`config.mk`:
```
export PLATFORM = sky130hd
export DESIGN_NAME = rv_hazard_ctrl
export DESIGN_NICKNAME = d
export VERILOG_FILES = /design/src/rtl/rv_hazard_ctrl.sv
export SDC_FILE = /design/constraint.sdc
export NUM_CORES = 1
export LEC_CHECK = 0
export ABC_CLOCK_PERIOD_IN_PS = 4100
export CORE_AREA = 3 3 99 78
export CTS_CLUSTER_SIZE = 40
export DETAILED_ROUTE_END_ITERATION = 8
export DIE_AREA = 0 0 102 81
export DONT_BUFFER_PORTS = 1
export GPL_TIMING_DRIVEN = 0
export PLACE_DENSITY_LB_ADDON = 0.3
export SETUP_SLACK_MARGIN = 0.05
export SYNTH_ARGS = -nofsm -noshare
export SYNTH_HDL_FRONTEND = slang
export SYNTH_SLANG_ARGS = --single-unit
```
`constraint.sdc`:
```
create_clock -name clk -period 4.1 [get_ports clk]
set_input_delay 0.615 -clock clk [delete_from_list [all_inputs] [get_ports clk]]
set_output_delay 0.615 -clock clk [all_outputs]
set_load 0.01 [all_outputs]
```
`src/rtl/rv_hazard_ctrl.sv`:
```
// rtl/rv_hazard_ctrl.sv - rv32i five-stage pipeline hazard, forwarding and MDU scoreboard control
//
// Purpose: forwarding selects and stall/flush controls for the F/D/E/M/W
// pipeline, a pending-write scoreboard for the out-of-line mul/div unit,
// a data-memory freeze and saturating stall/flush event counters.
//
// Ports:
//   clk, rst_n                 clock (rising edge), asynchronous active-low reset
//   Rs1D, Rs2D, RdD            D-stage sources and destination
//   Rs1E, Rs2E, RdE            E-stage sources and destination
//   RdM, RdW                   M- and W-stage destinations
//   regwriteE/M/W              stage writes the register file
//   loadE                      E-stage instruction is a load
//   mduD                       D-stage instruction is an MDU op
//   mdu_startE                 MDU op issues from E this cycle
//   mdu_done, mdu_rd           MDU writeback and its destination
//   dmem_wait                  data memory not ready, freeze everything
//   PCSrcE                     taken branch/jump resolved in E
//   stallF/D/E/M               hold stage register
//   flushD/E                   bubble stage register at next edge
//   forwardAE/BE               00 regfile, 10 M result, 01 W result
//   sb_pending                 scoreboard bits
//   sb_err                     sticky: completion with nothing outstanding
//   stall_cycles, flush_events saturating performance counters

module rv_hazard_ctrl #(
    parameter int ADW      = 5,
    parameter int FWD_EN   = 1,
    parameter int MDU_OUTS = 2,
    parameter int CNTW     = 16
) (
    input  logic                 clk,
    input  logic                 rst_n,
    input  logic [ADW-1:0]       Rs1D,
    input  logic [ADW-1:0]       Rs2D,
    input  logic [ADW-1:0]       RdD,
    input  logic [ADW-1:0]       Rs1E,
    input  logic [ADW-1:0]       Rs2E,
    input  logic [ADW-1:0]       RdE,
    input  logic [ADW-1:0]       RdM,
    input  logic [ADW-1:0]       RdW,
    input  logic                 regwriteE,
    input  logic                 regwriteM,
    input  logic                 regwriteW,
    input  logic                 loadE,
    input  logic                 mduD,
    input  logic                 mdu_startE,
    input  logic                 mdu_done,
    input  logic [ADW-1:0]       mdu_rd,
    input  logic                 dmem_wait,
    input  logic                 PCSrcE,
    output logic                 stallF,
    output logic                 stallD,
    output logic                 stallE,
    output logic                 stallM,
    output logic                 flushD,
    output logic                 flushE,
    output logic [1:0]           forwardAE,
    output logic [1:0]           forwardBE,
    output logic [(2**ADW)-1:0]  sb_pending,
    output logic                 sb_err,
    output logic [CNTW-1:0]      stall_cycles,
    output logic [CNTW-1:0]      flush_events
);

    localparam int NREG = 2**ADW;

    logic [2:0]      outstanding;
    logic            rawE, rawM, dh, sh, mf;
    logic            startOk, doneOk;
    logic [NREG-1:0] sbNext;

    // x0 is hard-wired zero, so it never produces a match.
    function automatic logic regHit(input logic [ADW-1:0] a, input logic [ADW-1:0] b);
        return (a != '0) && (a == b);
    endfunction

    always_comb begin
        forwardAE = 2'b00;
        forwardBE = 2'b00;
        if (FWD_EN != 0) begin
            if (regwriteM && regHit(RdM, Rs1E))      forwardAE = 2'b10;
            else if (regwriteW && regHit(RdW, Rs1E)) forwardAE = 2'b01;
            if (regwriteM && regHit(RdM, Rs2E))      forwardBE = 2'b10;
            else if (regwriteW && regHit(RdW, Rs2E)) forwardBE = 2'b01;
        end
    end

    // W-stage producers never hazard: the regfile writes through to D reads.
    always_comb begin
        rawE = regwriteE && (regHit(RdE, Rs1D) || regHit(RdE, Rs2D));
        rawM = regwriteM && (regHit(RdM, Rs1D) || regHit(RdM, Rs2D));
        if (FWD_EN != 0) dh = loadE && rawE;
        else             dh = rawE || rawM;
        // RdD is included so a younger write cannot overtake a pending MDU write.
        sh = sb_pending[Rs1D] | sb_pending[Rs2D] | sb_pending[RdD];
        mf = mduD && (outstanding == 3'(MDU_OUTS));
    end

    always_comb begin
        stallF = 1'b0;
        stallD = 1'b0;
        stallE = 1'b0;
        stallM = 1'b0;
        flushD = 1'b0;
        flushE = 1'b0;
        if (dmem_wait) begin
            stallF = 1'b1;
            stallD = 1'b1;
            stallE = 1'b1;
            stallM = 1'b1;
        end else if (PCSrcE) begin
            // The hazarding D instruction is on the wrong path and gets squashed.
            flushD = 1'b1;
            flushE = 1'b1;
        end else if (dh || sh || mf) begin
            stallF = 1'b1;
            stallD = 1'b1;
            flushE = 1'b1;
        end
    end

    // A start during a memory freeze is not accepted; E re-presents it later.
    assign startOk = mdu_startE && !dmem_wait;
    assign doneOk  = mdu_done && (outstanding != 3'd0);

    // Set is applied after clear so a same-index start wins.
    always_comb begin
        sbNext = sb_pending;
        if (doneOk)                 sbNext[mdu_rd] = 1'b0;
        if (startOk && RdE != '0)   sbNext[RdE]    = 1'b1;
        sbNext[0] = 1'b0;
    end

    always_ff @(posedge clk or negedge rst_n) begin
        if (!rst_n) begin
            sb_pending   <= '0;
            outstanding  <= 3'd0;
            sb_err       <= 1'b0;
            stall_cycles <= '0;
            flush_events <= '0;
        end else begin
            sb_pending <= sbNext;
            if (startOk && !doneOk)      outstanding <= outstanding + 3'd1;
            else if (!startOk && doneOk) outstanding <= outstanding - 3'd1;
            if (mdu_done && outstanding == 3'd0) sb_err <= 1'b1;
            if (stallD && stall_cycles != '1)    stall_cycles <= stall_cycles + 1'b1;
            if (PCSrcE && !dmem_wait && flush_events != '1)
                flush_events <= flush_events + 1'b1;
        end
    end

endmodule

```
### After elaboration in Yosys (flattened, before gate mapping)

Index checks and enable logic that the tools add are counted.
Widths: inputs -> output; s select.

* muxes and demuxes: 26
* shifts and indexed selects: 0
* reduce and logical (&&, ||, !) cells: 36
* add/subtract/negate cells: 4
* divide/modulo/power cells: 0
* bitwise gates (word level): 5
* magnitude comparators: 7
* equality and inequality tests: 9
* multipliers: 0

Operator list (count)
* $mux 32: 2
* $add 16x1->16 const B: 2
* $and 32x32->32: 1
* $ne 16x16->1 const B: 2
* $not 32->32: 1
* $or 32x32->32: 1
* $eq 5x5->1: 6
* $lt 5x6->1 const B: 5
* $logic_and 1x1->1: 24
* $bmux 1 s5: 3
* $mux 1: 15
* $reduce_bool 5->1: 3
* $demux 1 s5: 2
* $ge 5x1->1 const B: 2
* $mux 3: 2
* $mux 2: 2
* $add 3x1->3 const B: 1
* $eq 3x2->1 const B: 1
* $logic_not 1->1: 3
* $logic_not 3->1: 1
* $logic_or 1x1->1: 3
* $reduce_bool 3->1: 1
* $sub 3x1->3 const B: 1
* $or 1x1->1: 2
* $reduce_bool 2->1: 1

* register bits: 67
* bits in writable memories: 0
* bits in latches: 0
* logic and storage cells: 92
* input bits: 56
* memories kept: 0
* ROM bits: 0

### Longest topological paths before layout

* word-level depth: 11
* gate-level depth with buffers: 10
* gate-level depth less buffers: 8

### Worst setup path after synthesis

OpenSTA, ideal clock, no wires.

* path kind: input to output
* start: in Rs2D[1]
* end: out stallF
* path buffers: 2
* stages: 9
* arrival: 2.754 ns
* data required time: 3.485 ns
* setup slack: 0.731 ns
* cell sequence: clkbuf_1 > mux4_2 > mux2i_1 > o311ai_0 > nor4_1 > or4b_4 > o21bai_1 > nand2_1 > buf_4

* word-level cells in the longest chain between the ends: 10
* elaborated cells between the ends (all ways): 14
* classes of those cells: eq/ne (1); mux (5); bitwise (2); reduce/logical (6)

Ends and longest elaborated chain
* from (decl): RTL line 35 `input logic [ADW-1:0] Rs2D,`
* parallel branches: the longest is 5 deep, another holds $bmux 1 s5
* $logic_or 1x1->1 * (2 in a row): RTL line 116 `end else if (dh || sh || mf) begin`
* $mux 1 * (3 in a row)
* to (decl): RTL line 52 `output logic stallF,`

Mark *: on every way between the ends. The select of a mux whose other input is x is not followed.

### Worst setup path after layout

Same ends and word-level chain as after synthesis.

==> results.yml <==
min_path:
  hp-class: "in2async"
logic_synthesis:
  ys_ff_latch: 67
  synth_cell_types: 48
  synth_edf_count: 0
  async_flop_share_pct: 100
  synth_nets: 477
  yosysSeqAreaShare_pct: 39.0
  netlist_area_um2: 4300
  ys_warn_count: 0
  syn_area_per_cell_um2: 10.3
  yosysTopAreaCellShare_pct: 39.0
  synthTopCellsByArea: "dfrtp_1 39%, mux4_2 7.8%, o21ai_0 7.6%, xor2_1 6.9%, xnor2_1 5.3%"
  synth_cells: 417
  yosysTopAreaCell: "dfrtp_1"
  synth_ff_type: "dfrtp_1"
sta:
  finalCriticalPeriod_ns: 3.79
  max_freq_mhz: 264
  maxSlewViolCount: 0
  fin_ws_ns: 0.313
  tightest_slew_ns: 0.794
  hold_violations: 0
  fin_tns_setup_ns: 0
  rsz0062_at_grt: "no"
  post-route-period-util_pct: 92.4
  slew_headroom_pct: 46.7
  setup_viol: 0
  finalHoldWorstSlack_ns: 0.148
  clock_skew_ns: 0.00694
floorplan:
  io-pin-count: 131
  die_x_um: 102
  die-area_um2: 8260
  placementRows: 26
  core_um2: 6770
  start_util_pct: 63.6
  die_y_um: 81
setup_path:
  crit_path_top_delay_cell: "mux4_2"
  start_kind: "input port"
  cp.required_ns: 3.48
  crit_arrival_ns: 3.17
  crit_path_end_kind: "output port"
  slowest_delay_ns: 0.55
  path_class: "in2out"
  cp_max_fo: 6
  path_cells: "clkbuf_1, mux4_2, mux2i_1, o311ai_0, nor4_1, or4b_4, o21bai_1, nand2_1, buf_4"
place:
  dp_slack_ns: 0.352
  gp_congestion: 0.967
  io_buffers: 0
  dpl_cell_area_um2: 4410
  dp_hpwl_mm: 8.58
power_and_ir_drop:
  peakVddDrop_mv: 0.452
  leakage_nw: 1.90
  p_per_area_nw_per_um2: 485
run_status:
  outcome: "complete, no violations"
clocking:
  htree_num_levels: 3
  cts_made_buffers: 9
  clockBufferDepth: 2
  cts_resized: 0
  cts-root-buf: "clkbuf_8"
  cts.sinks: 67
  clk_latency_ns: 0.34
  path_clk_slew_ns: 0.07
  cts_tree: "done"
layout:
  regArea_um2: 1680
  final_area_um2: 4650
  layout.nets: 489
  fillers: 540
  final_util_pct: 68.8
  syn2layout_area_growth_pct: 8.14
  drive_gt1_share_pct: 13.4
  multi_input_area_um2: 2440
  num_antenna_cells: 0
run:
  maxCapViolCount: 0
global_routing:
  grt_pass1_wl_mm: 18.5
  antenna_found_initial: 0
  first_global_vias: 3701
  grt_usage_pct: 29.2
  grt_max_degree: 68
  grt-ovfl-total: 0
detailed_routing:
  drc: 0
  wire_per_inst_um: 22.6
  final_antenna_net_count: 0
  drtIter0Drc: 204
  routed_via_density: 6.91
  dr.pass1.iters: 7
  wl_mm: 11.7
  vias: 3579
power breakdown:
part | internal [mW] | leakage, nW | switching, mW | total, mW
registers | 0.812 | 0.859 | 0.297 | 1.11
clock network | 0.343 | 0.106 | 0.263 | 0.606
logic | 0.276 | 0.938 | 0.268 | 0.544
through the flow:
stage	power (mW)	cells
global route	2.40	518
CTS	2.27	518
finish	2.26	518
floorplan	1.47	417
global placement	1.61	501
detailed placement	1.64	501
flip-flops by register name, indices dropped and copies added, names as in the netlist:
register      flops
outstanding       3
flush_events     16
sb_pending       31
stall_cycles     16
sb_err            1
path summary, 6_finish.rpt:
check	from	end	slack [ns]	cells after the start
min in group clk	mdu_done	sb_err	0.39	1
worst max-delay path	Rs2D[1]	stallF	0.31	9
worst min register to register	outstanding[2]	outstanding[2]	0.51	1
worst max register to register	sb_pending[15]	stall_cycles[1]	0.93	8
worst min-delay path	rst_n	sb_pending[20]	0.15	1
max in group asynchronous	rst_n	sb_pending[11]	3.68	1
synthesized netlist by cell type, types with 4 or more instances:
library cell and n:
a21oi_1 6, buf_4 4, clkbuf_1 7, dfrtp_1 67, inv_1 11, mux2_2 6, mux2i_1 5, mux4_1 6
mux4_2 15, nand2_1 23, nand2b_1 4, nand3_1 26, nand3b_1 9, nand4_1 10, nor2_1 18, nor3_1 11
nor4_1 11, o2111ai_1 4, o21ai_0 65, or4_1 4, xnor2_1 26, xor2_1 34
routing by layer:
| metal | track usage [%] | share of wire, % | wire length [µm] | vias up |
|---|---|---|---|---|
| met5 | 0 | 0 | 0 | - |
| met4 | 9.70 | 1.3 | 150 | 0 |
| met3 | 11.2 | 13 | 1550 | 21 |
| met2 | 44.7 | 46 | 5330 | 237 |
| met1 | 38.5 | 40 | 4680 | 1758 |
| li1 | - | - | - | 1563 |
cell usage in the layout, fill, tap and decap left out, types with 3 or more instances in the layout:
cell type,Yosys,final
nor4_1,11,11
o2111ai_1,4,4
ha_1,3,3
buf_4,4,4
buf_6,3,3
nor2b_1,3,3
a21oi_1,6,6
nand2b_1,4,4
or3_1,3,3
mux2_2,6,6
nor2_1,18,18
nand3_1,26,26
dfrtp_1,67,67
or4_1,4,4
xnor2_1,26,26
inv_1,11,11
nor3_1,11,11
xor2_1,34,34
mux4_1,6,6
nand2_1,23,23
clkbuf_8,2,11
mux2i_1,5,5
nand4_1,10,10
o21ai_0,65,65
buf_2,3,3
nand3b_1,9,9
or3b_2,3,3
mux4_2,15,15
clkbuf_1,7,8
repair_timing:
item	CTS	global route
setup endpoints to repair	0	0
endpoints found under the hold margin	67	0
buffers inserted	0	0
hold buffers	1	0
logic make-up (layout without fill, tap and decap cells):
| kind of cell | Yosys count | in the layout | share of synthesized area (%) |
|---|---|---|---|
| AND/OR/NAND/NOR | 133 | 133 | 16.9 |
| XOR/XNOR | 60 | 60 | 12.2 |
| multiplexers | 32 | 32 | 14.2 |
| flip-flops | 67 | 67 | 39.0 |
| adder cells (fa/ha/maj) | 4 | 4 | 1.34 |
| AO/OA/AOI/OAI | 88 | 88 | 12.0 |
| other | 1 | 1 | 0.0871 |
| buffers and inverters | 32 | 49 | 4.30 |
critical path, delay by kind of cell:
kind,cells,cell delay (ns)
simple gates,3,0.97
mux,2,0.72
compound gates,2,0.39
buf+inv,2,0.49
area by class of cell:
| cell class | instances | area share, % |
|---|---|---|
| Buffer | 21 | 3.09 |
| Tap cell | 84 | 2.26 |
| Sequential cell | 67 | 36.0 |
| Clock inverter | 6 | 1.94 |
| Multi-Input combinational cell | 318 | 52.5 |
| Inverter | 11 | 0.887 |
| Timing Repair Buffer | 1 | 0.591 |
| Clock buffer | 10 | 2.74 |
No activity file was read; power rests on OpenSTA's default activity.
